### src/rtl/sodor5_stim_sequencer.sv
// Stimulus sequencer for the sodor5 model-vs-core environment: seeds both
// register files, streams random ALU-immediate instructions, then drains.
module sodor5_stim_sequencer #(
    parameter int          NUM_REGS     = 32,
    parameter int          WORD_SIZE    = 32,
    parameter int          NUM_INSTRS   = 100,
    parameter int          DRAIN_CYCLES = 5,
    parameter logic [31:0] SEED         = 32'h00000001
) (
    input  logic                 clk,
    input  logic                 reset,
    input  logic                 start,
    output logic                 rf_wen,
    output logic [4:0]           rf_waddr,
    output logic [WORD_SIZE-1:0] rf_wdata,
    output logic                 instr_valid,
    input  logic                 instr_ready,
    output logic [WORD_SIZE-1:0] instr,
    output logic                 busy,
    output logic                 done,
    output logic [15:0]          issued_count
);

    typedef enum logic [2:0] {
        S_IDLE, S_INIT, S_RUN, S_DRAIN, S_DONE
    } state_t;

    localparam logic [31:0] SEED_EFF = (SEED == 32'd0) ? 32'd1 : SEED;
    localparam logic [31:0] NOP      = 32'h00000013;
    localparam logic [31:0] TAPS     = 32'h80200003;

    function automatic logic [31:0] lfsr_step(input logic [31:0] x);
        return x[0] ? ((x >> 1) ^ TAPS) : (x >> 1);
    endfunction

    // Shift-immediate forms keep only legal shamt/funct7 bits.
    function automatic logic [31:0] build(input logic [31:0] x);
        logic [11:0] imm;
        imm = x[31:20];
        if (x[14:12] == 3'd1)
            imm &= 12'h01F;
        else if (x[14:12] == 3'd5)
            imm &= 12'h41F;
        return {imm, x[19:7], 7'b0010011};
    endfunction

    state_t      state, next_state;
    logic [31:0] lfsr, lfsr_d;
    logic [4:0]  idx, idx_d;
    logic [15:0] drain_cnt, drain_d;
    logic [15:0] cnt_d, count_inc;
    logic        accept, last_reg, last_instr, last_nop;

    assign accept     = instr_valid && instr_ready;
    assign count_inc  = (issued_count == 16'hFFFF) ? issued_count
                                                   : issued_count + 16'd1;
    assign last_reg   = (idx == 5'(NUM_REGS - 1));
    assign last_instr = (count_inc == 16'(NUM_INSTRS));
    assign last_nop   = (drain_cnt == 16'(DRAIN_CYCLES - 1));

    always_ff @(posedge clk) begin
        if (reset)
            state <= S_IDLE;
        else
            state <= next_state;
    end

    always_comb begin
        next_state = state;
        unique case (state)
            S_IDLE:  if (start) next_state = S_INIT;
            S_INIT:  if (last_reg) next_state = S_RUN;
            S_RUN:   if (accept && last_instr) next_state = S_DRAIN;
            S_DRAIN: if (accept && last_nop) next_state = S_DONE;
            S_DONE:  if (start) next_state = S_INIT;
            default: next_state = S_IDLE;
        endcase
    end

    always_comb begin
        lfsr_d  = lfsr;
        idx_d   = idx;
        cnt_d   = issued_count;
        drain_d = drain_cnt;
        unique case (state)
            S_IDLE, S_DONE: begin
                if (start) begin
                    lfsr_d = SEED_EFF;
                    idx_d  = 5'd0;
                    cnt_d  = 16'd0;
                end
            end
            S_INIT: begin
                lfsr_d = lfsr_step(lfsr);
                idx_d  = idx + 5'd1;
            end
            S_RUN: begin
                drain_d = 16'd0;
                if (accept) begin
                    lfsr_d = lfsr_step(lfsr);
                    cnt_d  = count_inc;
                end
            end
            S_DRAIN: begin
                if (accept) drain_d = drain_cnt + 16'd1;
            end
            default: ;
        endcase
    end

    always_ff @(posedge clk) begin
        if (reset) begin
            lfsr         <= SEED_EFF;
            idx          <= 5'd0;
            drain_cnt    <= 16'd0;
            issued_count <= 16'd0;
            rf_wen       <= 1'b0;
            rf_waddr     <= 5'd0;
            rf_wdata     <= '0;
            instr_valid  <= 1'b0;
            instr        <= WORD_SIZE'(NOP);
            busy         <= 1'b0;
            done         <= 1'b0;
        end else begin
            lfsr         <= lfsr_d;
            idx          <= idx_d;
            drain_cnt    <= drain_d;
            issued_count <= cnt_d;
            rf_wen       <= (next_state == S_INIT);
            rf_waddr     <= (next_state == S_INIT) ? idx_d : 5'd0;
            rf_wdata     <= (next_state == S_INIT && idx_d != 5'd0)
                            ? WORD_SIZE'(lfsr_d) : '0;
            instr_valid  <= (next_state == S_RUN) || (next_state == S_DRAIN);
            instr        <= (next_state == S_RUN) ? WORD_SIZE'(build(lfsr_d))
                                                  : WORD_SIZE'(NOP);
            busy         <= (next_state == S_INIT) || (next_state == S_RUN)
                            || (next_state == S_DRAIN);
            done         <= (next_state == S_DONE);
        end
    end

endmodule

### config.mk
export PLATFORM = sky130hd
export DESIGN_NAME = sodor5_stim_sequencer
export DESIGN_NICKNAME = d
export VERILOG_FILES = /design/src/rtl/sodor5_stim_sequencer.sv
export SDC_FILE = /design/constraint.sdc
export NUM_CORES = 1
export LEC_CHECK = 0
export BUFFER_PORTS_ARGS = -buffer_cell sky130_fd_sc_hd__buf_2
export CAP_MARGIN = 10
export CORE_MARGIN = 2
export CORE_UTILIZATION = 47
export CTS_CLUSTER_SIZE = 16
export DETAILED_ROUTE_END_ITERATION = 16
export MAX_ROUTING_LAYER = met4
export PLACE_DENSITY = 0.69
export SYNTH_ARGS = -nofsm -noshare
export SYNTH_HDL_FRONTEND = slang
export SYNTH_SLANG_ARGS = --single-unit
### constraint.sdc
create_clock -name clk -period 3.42 [get_ports clk]
set_input_delay 0.342 -clock clk [delete_from_list [all_inputs] [get_ports clk]]
set_output_delay 0.342 -clock clk [all_outputs]
set_load 0.02 [all_outputs]
==> implementation parameters <==
Parameter                              Value

Placement
  Detailed placement HPWL ... 8370 um
  Last weighted congestion value of the routability-driven placer ... 0.868
  Post-Place Cell Area ... 0.00595 mm2
  Placed insts ... between 800 and 900
  Worst slack at placement ... 0.755 ns
  Port bufs ... 85

Setup path
  Launching element type of the critical path ... flip-flop
  Data required time at the worst endpoint ... 3.71 ns
  Critical Path End Type ... flip-flop
  Category of the most critical setup path ... flip-flop to flip-flop
  Critical path, cell by cell ... ha_1, nand3_2, nor4_1, mux2i_1, nand4_1, nor3_4, buf_4, nor4_1
  Maximum fanout along the worst path ... 25
  Biggest cell delay along the critical path ... 0.50 ns
  Cell seen most often among critical-path stages ... nor4_1
  R2R setup slack ... between 0.7 and 0.8 ns
  Library cell contributing the largest single delay on the critical path ... dfxtp_1
  Critical path arrival ... 3.00 ns

Route
  ANT nets after route ... 0
  Routed wire length on met2 ... 5890 um
  Post-detailed-routing wire length ... 12700 um
  M1 wire length ... roughly 6000 um
  Total number of vias ... around 4700
  First drt pass iteration count ... 4
  Wire length on met3 ... 684 um
  Vias per cell ... 5.49
  Final routed wire length divided by cell count ... around 15 um
  Drt initial violations ... 250
  Top Layer Used ... met4
  Number of design rule violations left after detail routing ... 0

Power and ir drop
  Flop pwr share ... 45.0%
  Static Leak ... 0.00277 uW
  Areal power density over the cells ... 552 mW/mm2
  Switching power of the nets ... 800 uW
  Portion of total power attributed to the clock network ... 51.6%
  Proportion of total power due to net switching ... between 20 and 25%
  IR Drop Worst-Case VDD ... 0.382 mV
  Int Pwr ... between 2000 and 3000 uW
  Combinational share of power ... 3.4%

STA
  Final critical-path required period ... 2.71 ns
  Part of the cycle the worst path needs ... 79.2%
  RSZ-0062 raised after global routing ... false
  Final WS setup ... 0.712 ns
  Post-Route Hold Slack ... 0.399 ns
  Maximum clock frequency ... 369 MHz
  Finish-stage setup viols ... 0
  Number of max-slew violations in the final report ... 0
  Hold Vio Cnt, Final ... 0
  Clock Skews ... 0.00931 ns
  Relative slew slack ... 53.5%
  Slew at the pin with the worst max-slew slack ... 0.697 ns
  Setup total negative slack ... 0 ns

Layout
  Diode count ... 0
  Fraction of layout instances using a drive strength above 1 ... roughly a fifth
  Filler cells ... 1055
  Post-route design area ... 0.00656 mm2
  Area delta synth->final ... 19.0%
  Number of non-filler instances in the completed layout ... 855
  Layout net count ... 708

Floorplanning
  Die Height ... 112 um
  Starting utilization of the core area ... 48.3%
  Number of ports placed on the die boundary ... 93
  Total number of placement rows ... 39
  Floorplan die width ... 112 um
  Die Footprint ... 0.0126 mm2
  Placeable Area ... 0.0114 mm2

Clock network
  Number of instances resized during post-cts repair ... 0
  Number of clock sinks seen by CTS ... 138
  Number of buffers inserted by post-CTS setup repair ... 0
  Clock network latency to the later pin of the worst-skew pair ... around 0.4 ns
  CTS clock-pin slew for the worst setup and hold paths ... 0.06 ns
  Number of buffers on the longest clock path ... 2
  Hold-fix buffer count after cts ... 0
  Depth of the CTS H-tree ... 4
  Inserted Clock Buffers ... 17
  Clk Tree Root Cell ... clkbuf_16
  TritonCTS clock tree ... yes

GRT
  Largest net degree at the start of global routing ... 34
  Global-route wire length before repair ... about 21000 um
  Number of antenna violations at the first check in global routing ... 0
  Final global-route overflow total ... 0
  Vias in the first global route ... between 4000 and 5000
  Overall global routing resource usage ... a little over a fifth

Synth
  Area share of the leading cell type in the synthesized netlist ... 50.1%
  Combined area of all synthesized cells ... 0.00551 mm2
  Mapped Cells ... 630
  Number of enable flip-flop cells after synthesis ... 0
  Count of state elements after synthesis ... 138
  Leading cell types by total area after synthesis ... dfxtp_1 50%, nor2_1 7.6%, a21oi_1 4.7%
  Sequential element share of the synthesized area ... 50.1%
  Average cell area after synthesis ... slightly below 9 um2
  Number of library cell types mapped by synthesis ... 64
  Cell taking the most area after synthesis ... dfxtp_1
  Ys Warns ... 0
  Asr flop ratio synth ... 0%
  Dominant register cell in the synthesized netlist ... dfxtp_1

Flow run
  # Max-Cap Violations ... 0

Status
  Run status ... complete, no violations

Hold path
  Class of the worst hold path ... input pin to flip-flop
-- synth_stat cells (4+ instances only) --
library cell and instances:
dfxtp_1 138, nor2_1 111, a21oi_1 52, and3_1 37
nor3_1 36, nand2_1 25, clkbuf_1 24, o21ai_0 22
inv_1 12, xnor2_1 12, buf_2 11, nand3_1 11
nor4_1 11, a31oi_1 9, nand4_1 9, buf_4 8
and2_1 7, a22oi_1 6, ha_1 5, buf_6 4
nor2b_1 4, or3_1 4, xor2_1 4
-- logic make-up after synthesis --
family | after synthesis | synth area share [%]
adder cells (fa/ha/maj) | 5 | 1.14
AND/OR/NAND/NOR | 283 | 26.2
AO/OA/AOI/OAI | 121 | 13.6
buffers and inverters | 61 | 5.54
other | 2 | 0.136
multiplexers | 4 | 0.749
flip-flops | 138 | 50.1
XOR/XNOR | 16 | 2.54
-- critical path: cells and delay by family (launching register included) --
family	cells	cell delay, ns
adder cells (fa/ha/maj)	1	0.34
buffers and inverters	1	0.30
flip-flops	1	0.50
multiplexers	1	0.32
AND/OR/NAND/NOR	5	1.10
-- final cells by class --
type                    count  area (um2)  area share [%]
repair buffers             94         493            7.51
multi-input cells         436        2470            37.7
flip-flops and latches    138        2760            42.1
clock buffers              19         443            6.75
clock inverters            13         166            2.54
inverters                  12        45.0           0.686
well taps                 143         179            2.73
-- state kept, by name, indices dropped and copies added, names as in the netlist --
register and count:
rf_waddr 5, drain_cnt 16, rf_wdata 32, busy 1
instr_valid 1, rf_wen 1, lfsr 32, idx 5
instr 25, issued_count 16, done 1, state 3
-- cell usage in the layout (no fill, tap or decap), types with 11 or more instances in the layout --
cell	Yosys	layout
xnor2_1	12	12
nor2_1	111	111
a21oi_1	52	51
nand3_1	11	11
nor4_1	11	11
buf_2	11	85
nor3_1	36	36
dfxtp_1	138	138
inv_1	12	12
and3_1	37	37
nand2_1	25	25
o21ai_0	22	22
clkbuf_16	0	17
-- power groups by stage --
stage	Sequential [uW]	Combinational [uW]	Clock (uW)
3_3_place_gp	1660	119	0
5_1_grt	1630	135	1970
6_report	1630	122	1870
4_1_cts	1630	122	1890
3_5_place_dp	1660	121	0
2_1_floorplan	1660	93.6	0
-- path summary, 6_finish.rpt --
path,startpoint,endpoint,cells past startpoint
min,reset,issued_count[0]$_SDFFE_PP0P_,2
max reg2reg,issued_count[0]$_SDFFE_PP0P_,instr[29]$_SDFF_PP0_,8
min reg2reg,lfsr[27]$_SDFF_PP0_,lfsr[26]$_SDFF_PP0_,2
max,issued_count[0]$_SDFFE_PP0P_,instr[29]$_SDFF_PP0_,8
-- metal layers --
layer	GRT usage [%]	vias up
met1	28.6	2212
met2	32.1	135
met4	8.37	0
li1	-	2335
met3	4.32	15
met5	-	-
-- per-stage QoR --
| step | utilization [%] | power (uW) |
|---|---|---|
| CTS | 57.5 | 3640 |
| detailed placement | 52.1 | 1780 |
| global route | 57.5 | 3730 |
| global placement | 52.1 | 1780 |
| finish | 57.5 | 3620 |
| floorplan | - | 1760 |
No activity file was read; power rests on OpenSTA's default activity.
